`src/rtl/sum_bcd_converter.sv`:
```
// Sequential binary-to-BCD converter (double dabble, one bit per clock) placed
// after the parallel adder; valid/ready handshake on both the sum and BCD sides.
module sum_bcd_converter #(
  parameter int IN_W   = 5,
  parameter int DIGITS = 2
) (
  input  logic                clk,
  input  logic                rst_n,
  input  logic                in_valid,
  output logic                in_ready,
  input  logic [IN_W-1:0]     sum,
  output logic                out_valid,
  input  logic                out_ready,
  output logic [4*DIGITS-1:0] bcd,
  output logic                busy
);

  localparam int BCD_W = 4 * DIGITS;
  localparam int CNT_W = $clog2(IN_W + 1);

  typedef enum logic [1:0] {
    IDLE  = 2'd0,
    SHIFT = 2'd1,
    DONE  = 2'd2
  } state_t;

  state_t           state;
  logic [BCD_W-1:0] work;
  logic [IN_W-1:0]  bin;
  logic [CNT_W-1:0] cnt;

  logic [BCD_W-1:0] adj;
  logic [BCD_W-1:0] next_work;
  logic [IN_W-1:0]  next_bin;

  // Any digit >= 5 would exceed 9 after doubling, so pre-bias it by 3.
  function automatic logic [BCD_W-1:0] add3(input logic [BCD_W-1:0] d);
    logic [BCD_W-1:0] r;
    r = d;
    for (int i = 0; i < DIGITS; i++) begin
      if (d[4*i +: 4] >= 4'd5) r[4*i +: 4] = d[4*i +: 4] + 4'd3;
    end
    return r;
  endfunction

  always_comb begin
    adj       = add3(work);
    next_work = {adj[BCD_W-2:0], bin[IN_W-1]};
    next_bin  = {bin[IN_W-2:0], 1'b0};
  end

  assign in_ready  = (state == IDLE);
  assign out_valid = (state == DONE);
  assign busy      = (state != IDLE);

  always_ff @(posedge clk) begin
    if (!rst_n) begin
      state <= IDLE;
      work  <= '0;
      bin   <= '0;
      cnt   <= '0;
      bcd   <= '0;
    end else begin
      case (state)
        IDLE: begin
          if (in_valid) begin
            bin   <= sum;
            work  <= '0;
            cnt   <= CNT_W'(IN_W);
            state <= SHIFT;
          end
        end
        SHIFT: begin
          work <= next_work;
          bin  <= next_bin;
          cnt  <= cnt - CNT_W'(1);
          // Last bit shifted in: publish the finished digits in the same edge.
          if (cnt == CNT_W'(1)) begin
            bcd   <= next_work;
            state <= DONE;
          end
        end
        DONE: begin
          if (out_ready) state <= IDLE;
        end
        default: state <= IDLE;
      endcase
    end
  end

endmodule

```
`config.mk`:
```
export PLATFORM = sky130hd
export DESIGN_NAME = sum_bcd_converter
export DESIGN_NICKNAME = d
export VERILOG_FILES = /design/src/rtl/sum_bcd_converter.sv
export SDC_FILE = /design/constraint.sdc
export NUM_CORES = 1
export LEC_CHECK = 0
export CORE_ASPECT_RATIO = 2
export CORE_MARGIN = 2
export CORE_UTILIZATION = 44
export CTS_CLUSTER_SIZE = 40
export DETAILED_ROUTE_END_ITERATION = 8
export GPL_TIMING_DRIVEN = 0
export PLACE_DENSITY = 0.78
export SETUP_SLACK_MARGIN = 0.05
export SLEW_MARGIN = 30
export SYNTH_ARGS = -nofsm -noshare
export SYNTH_HDL_FRONTEND = slang
export SYNTH_SLANG_ARGS = --single-unit
```
`constraint.sdc`:
```
create_clock -name clk -period 1.7 [get_ports clk]
set_clock_uncertainty 0.1 [all_clocks]
set_input_delay 0.17 -clock clk [delete_from_list [all_inputs] [get_ports clk]]
set_output_delay 0.17 -clock clk [all_outputs]
set_load 0.05 [all_outputs]
```
==> results of run 1 <==
## state kept, by name, summed over array words and instances (netlist names)
name,cells
bcd,8
work,8
bin,5
cnt,3
state,2
## stage by stage
step | instances | utilization (%)
after global placement | 189 | 53.1
after global routing | 196 | 56.6
after detailed placement | 189 | 53.1
after floorplan | 143 | -
final | 196 | 56.6
after CTS | 194 | 55.3
## cell families after synthesis
family / count (synthesis)
xor+xnor: 2
compound gates: 46
mux: 3
flops: 26
fa+ha+maj: 6
simple gates: 44
buf+inv: 16
## final cells by class
cell class / instances / area, um^2 / area share (%)
multi-input cells: 101 / 667 / 43.6
repair buffers: 20 / 168 / 11.0
well taps: 29 / 36.3 / 2.37
flip-flops and latches: 26 / 526 / 34.4
clock buffers: 4 / 55.1 / 3.60
inverters: 10 / 38.8 / 2.54
plain buffers: 6 / 38.8 / 2.54
## routing by layer
layer | vias up | GRT usage (%) | share of wire, %
li1 | 546 | - | -
met1 | 515 | 20.0 | 36
met2 | 40 | 38.4 | 57
met3 | 14 | 1.96 | 4.0
met4 | 0 | 10.6 | 3.3
met5 | - | 0 | 0
## power breakdown
part	switching, mW	internal, mW	total, mW	leakage [nW]
clock	0.198	0.208	0.406	0.0288
sequential	0.0233	0.639	0.663	0.214
combinational	0.141	0.0873	0.228	0.357
## repair_timing
item | in CTS | in global routing
endpoints found under the setup margin | 15 | 5
pin swaps | 1 | 2
buffers inserted | 1 | 2
resized for setup | 27 | 10
hold buffers | 0 | 0
## critical path: cells and delay by family, from the launching register on
kind            cells  cell delay (ns)
compound gates      2             0.30
xor+xnor            1             0.12
fa+ha+maj           1             0.19
buf+inv             3             0.37
flops               1             0.35
simple gates        1             0.06
## path summary, 6_finish.rpt
check                  startpoint                   end  slack (ns)  cells after the start
max reg2reg  work[0]$_SDFFE_PN0P_  work[1]$_SDFFE_PN0P_         0.1                      8
max          work[0]$_SDFFE_PN0P_  work[1]$_SDFFE_PN0P_         0.1                      8
min reg2reg   bcd[6]$_SDFFE_PN0P_   bcd[6]$_SDFFE_PN0P_        0.38                      2
min                      in_valid   bin[3]$_SDFFE_PN0P_        0.21                      4
## Yosys cell counts, types with 2 or more instances
library cell  count  area (um^2)
a21boi_0          2         15.0
a21oi_1          13         65.1
a22oi_1           2         15.0
buf_6             2         22.5
clkbuf_1          2         7.51
dfxtp_1          26          521
ha_1              6         75.1
inv_1             9         33.8
mux2_2            2         22.5
nand2_1          11         41.3
nand2b_1          2         12.5
nand3_1           8         40.0
nor2_1            8         30.0
nor2b_1           3         18.8
nor3_1            3         15.0
nor3b_1           4         30.0
o21a_1            2         15.0
o21ai_0          17         85.1
o22ai_1           7         43.8
xnor2_1           2         17.5
## cells in the final DEF (no fill, tap or decap), types with 6 or more instances in the layout
cell type         n
a21oi_1          11
clkdlybuf4s50_1   6
dfxtp_1          22
dlygate4sd2_1     8
inv_1             8
nand2_1          11
nand3_1           8
nor2_1            8
o21ai_0          16
o22ai_1           7
==> qor.yml, run 1 <==
logic_synthesis:
  synth_xor_area_share_pct: 1.42
  yosys.area_share.simple_pct: 19.5
  synth_flop_cell: "dfxtp_1"
  syn_inst: 143
  synthAdderAreaFrac_pct: 6.10
  ys_async_sr_fraction_pct: 0
  synth_compound_area_share_pct: 21.8
  synth_top_family_by_area: "compound AO/OA/AOI/OAI gates"
  syn_area_um2: 1230
  synth.area.mux_share_pct: 2.64
  synth.net_count: 158
  ys_types: 32
  yosysWarningCount: 0
  synth_seq_cells: 26
  syn_area_per_cell_um2: 8.60
  ys_seq_area_share_pct: 42.3
  synth-edff-count: 0
sta:
  max_freq_mhz: 624
  relSlewSlack_pct: 66.3
  hold_violations: 0
  grt_setup_unrepaired: "yes"
  finalCritPeriodShare_pct: 94.2
  drv_slew: 0
  setup_viol: 0
  hold-worst-slack_ns: 0.212
  fin_setup_tns_ns: 0
  period_minus_slack_ns: 1.60
  setup_ws_ns: 0.0980
  tightest_slew_ns: 0.507
clock_network:
  cts.sink_count: 26
  cts_max_level: 1
  clk_path_buf_depth: 2
  clock_latency_ns: 0.28
  root_buffer: "clkbuf_8"
  cts_made_buffers: 3
  cts_tree: "yes"
  clk_transition_reported_paths_ns: 0.09
floorplanning:
  die_h_um: 78.8
  core_area_um2: 2700
  die_w_um: 41.4
  io_pins: 20
  dieArea_um2: 3260
  start_util_pct: 45.5
  rows: 27
routing:
  drtPass1Iterations: 4
  routed-via-count: 1115
  vias_per_cell: 5.69
  drt_iter0_drc: 15
  drc: 0
  drtAntennaViolNets: 0
  wl_per_cell_um: 15.2
  finalWirelength_um: 2980
finish:
  nets: 183
  nFillCells: 244
  drive_above_1_share_pct: 18.0
  syn_to_final_growth_pct: 24.3
  design_area_um2: 1530
  insertedDiodeCount: 0
placement:
  gp_congestion: 0.769
  port_buffers: 17
  place_ws_ns: -0.284
  placed_area_um2: 1440
  dp_hpwl_um: 2170
run:
  max_cap_viol_count: 0
min_path:
  hold_path_class: "input port to flip-flop"
power:
  power.total_mw: 1.30
  irDropWorstVdd_mv: 0.607
  powerDensity_nw_per_um2: 848
  p_leak_nw: 0.600
worst_setup_path:
  critPathRequiredTime_ns: 1.76
  crit_top_cell: "buf_4"
  cp-end-kind: "flip-flop"
  critical_path.max_stage_delay_ns: 0.35
  crit_path_cell_trace: "inv_1, ha_4, nand2b_4, a21oi_2, buf_4, buf_4, xnor2_1, o21ai_0"
  cp-start-kind: "flip-flop"
  arrival_ns: 1.66
  cp_max_fo: 5
  critPathSlowestCell: "dfxtp_2"
  path_class: "flip-flop to flip-flop"
global_routing:
  gr-usage-all-layers_pct: 20.8
  grt_max_degree: 15
  grt_pass1_vias: 1182
  grt-ovfl-total: 0
  antenna_found_initial: 0
  grt_pass1_wl_um: 4740
outcome:
  status: "finished, final reports clean"
Power figures use the tool's default switching activity.
==> inputs of run 2 (changes only) <==
--- a/config.mk
+++ b/config.mk
@@ -6,7 +6,7 @@
 export NUM_CORES = 1
 export LEC_CHECK = 0
 export CORE_ASPECT_RATIO = 2
-export CORE_MARGIN = 2
+export CORE_MARGIN = 4
 export CORE_UTILIZATION = 44
 export CTS_CLUSTER_SIZE = 40
 export DETAILED_ROUTE_END_ITERATION = 8
==> run 2 against run 1 <==
Non-clock buffer count unchanged. Fmax decreased by 0.33%. Design area about the same. Sequential share of layout area decreased by 0.14 points. Setup slack got worse by 0.0052 ns. Critical path type unchanged. Highest routed layer unchanged.
==> qor.yml, run 2 (synthesis results as in run 1) <==
placement:
  port_buffers: 17
  placed_area_um2: 1440
  dp_hpwl_um: 2080
  place_ws_ns: -0.289
  gp_congestion: 0.807
finish:
  final_cell_mix: "24 x dfxtp_1, 15 x o21ai_0, 11 x nand2_1, 11 x a21oi_1"
  design_area_um2: 1530
  insertedDiodeCount: 0
  drive_above_1_share_pct: 16.8
  largest_registers: "bcd x8, work x8, bin x5"
  nets: 183
  layout_commonest_cell: "dfxtp_1"
  syn_to_final_growth_pct: 24.2
floorplanning:
  dieArea_um2: 3760
  core_area_um2: 2600
  die_w_um: 45.4
  rows: 26
  io_pins: 20
  die_h_um: 82.8
  start_util_pct: 47.3
worst_setup_path:
  cp-end-kind: "flip-flop"
  critPathRequiredTime_ns: 1.79
  cp_max_fo: 3
  r2r_end: "bcd[6]$_SDFFE_PN0P_"
  arrival_ns: 1.70
  path_class: "flip-flop to flip-flop"
  crit_path_start: "work[5]$_SDFFE_PN0P_"
  cp-endpoint: "bcd[6]$_SDFFE_PN0P_"
  r2r_cells: 6
  cp-start-kind: "flip-flop"
  r2r_slack_ns: 0.09
  r2r_start: "work[5]$_SDFFE_PN0P_"
global_routing:
  grt_pass1_wl_um: 5020
  gr-usage-all-layers_pct: 17.4
  grt_use_met2_pct: 31.2
  grt_max_degree: 15
  grt_pass1_vias: 1150
  grt-ovfl-total: 0
  grtUsageMet3_pct: 1.94
  top_usage_layer: "met2"
  antenna_found_initial: 0
  grt.met1_usage_pct: 20.5
clock_network:
  cts_tree: "yes"
  root_buffer: "clkbuf_8"
  clk_path_buf_depth: 2
  cts.sink_count: 26
  clk_transition_reported_paths_ns: 0.08
  ctsHoldBuffers: 0
  cts_max_level: 1
  cts_made_buffers: 3
  clock_latency_ns: 0.27
sta:
  max_freq_mhz: 622
  grt_setup_unrepaired: "yes"
  drv_slew: 0
  finalCritPeriodShare_pct: 94.5
  tightest_slew_ns: 0.497
  hold_violations: 0
  hold-worst-slack_ns: 0.217
  setup_viol: 0
  period_minus_slack_ns: 1.61
  relSlewSlack_pct: 67.0
  setup_ws_ns: 0.0928
power:
  sw_frac_of_total_pct: 27.4
  p_int_mw: 0.932
  seqPwrFrac_pct: 51.7
  irDropWorstVdd_mv: 0.726
  power.total_mw: 1.28
  p_leak_nw: 0.605
  p_clk_share_pct: 30.6
  comb_power_share_pct: 17.8
  powerDensity_nw_per_um2: 839
  switchingPower_mw: 0.351
min_path:
  hold_path_class: "input port to flip-flop"
routing:
  finalWirelength_um: 2910
  drt_iter0_drc: 58
  routed-via-count: 1106
  wl_per_cell_um: 14.9
  vias_per_cell: 5.67
  drtPass1Iterations: 4
  drc: 0
  drtAntennaViolNets: 0
outcome:
  status: "finished, final reports clean"
run:
  max_cap_viol_count: 0
[run 2: cell types whose count changed in the layout (fill, tap and decap cells not counted)]
cell / change
dfxtp_1: +2
dfxtp_2: -2
mux2_2: -1
mux2_4: +1
nand2b_1: +1
nand2b_4: -1
o21ai_0: -1
o21ai_1: +1
o22ai_1: -1
o22ai_2: +1
[run 2: stage by stage]
stage	util [%]	setup TNS, ns	cells
global route	58.7	0	195
global placement	55.1	-0.703	188
detailed placement	55.1	-0.790	188
floorplan	-	0	143
finish	58.7	0	195
CTS	57.9	0	193
[run 2: worst min path at each step]
| stage | endpoint | slack (ns) | depth (start not counted) | start |
|---|---|---|---|---|
| 2_1_floorplan | bin[4]$_SDFFE_PN0P_ | 0.28 | 2 | sum[4] |
| 3_3_place_gp | bcd[6]$_SDFFE_PN0P_ | 0.36 | 2 | bcd[6]$_SDFFE_PN0P_ |
| 3_5_place_dp | work[5]$_SDFFE_PN0P_ | 0.37 | 2 | work[5]$_SDFFE_PN0P_ |
| 4_1_cts | bin[3]$_SDFFE_PN0P_ | 0.21 | 4 | in_valid |
| 5_1_grt | bin[4]$_SDFFE_PN0P_ | 0.26 | 3 | rst_n |
| 6_report | bin[3]$_SDFFE_PN0P_ | 0.22 | 4 | in_valid |
[run 2: worst max-delay path, stage by stage (launching register included)]
cell and delay [ns]:
dfxtp_1 0.33, inv_1 0.08, ha_1 0.18, nand2b_1 0.17, a21oi_2 0.20, mux2_4 0.33, o22ai_2 0.14
[run 2: power groups by stage]
stage / clock (mW) / sequential, mW / combinational, mW
after floorplan: 0 / 0.688 / 0.147
after global placement: 0 / 0.675 / 0.225
after detailed placement: 0 / 0.677 / 0.233
after CTS: 0.398 / 0.662 / 0.229
after global routing: 0.423 / 0.668 / 0.252
final: 0.392 / 0.663 / 0.228
[run 2: timing repair]
item,in CTS,in global routing
setup buffers,1,2
resized for setup,23,14
pin swaps,0,2
setup endpoints to repair,15,7
[run 2: layout make-up]
| cell class | count | area (um^2) |
|---|---|---|
| inverter | 10 | 38.8 |
| fill | 236 | 1070 |
| sequential | 26 | 523 |
| buffer | 6 | 38.8 |
| timing repair buffer | 20 | 168 |
| multi-input combinational | 101 | 669 |
| clock buffer | 4 | 55.1 |
| tap | 28 | 35.0 |
[run 2: layer usage]
layer	routed length, um	share of wire [%]
met1	1170	40
met2	1580	54
met3	127	4.4
met4	34	1.2
met5	0	0
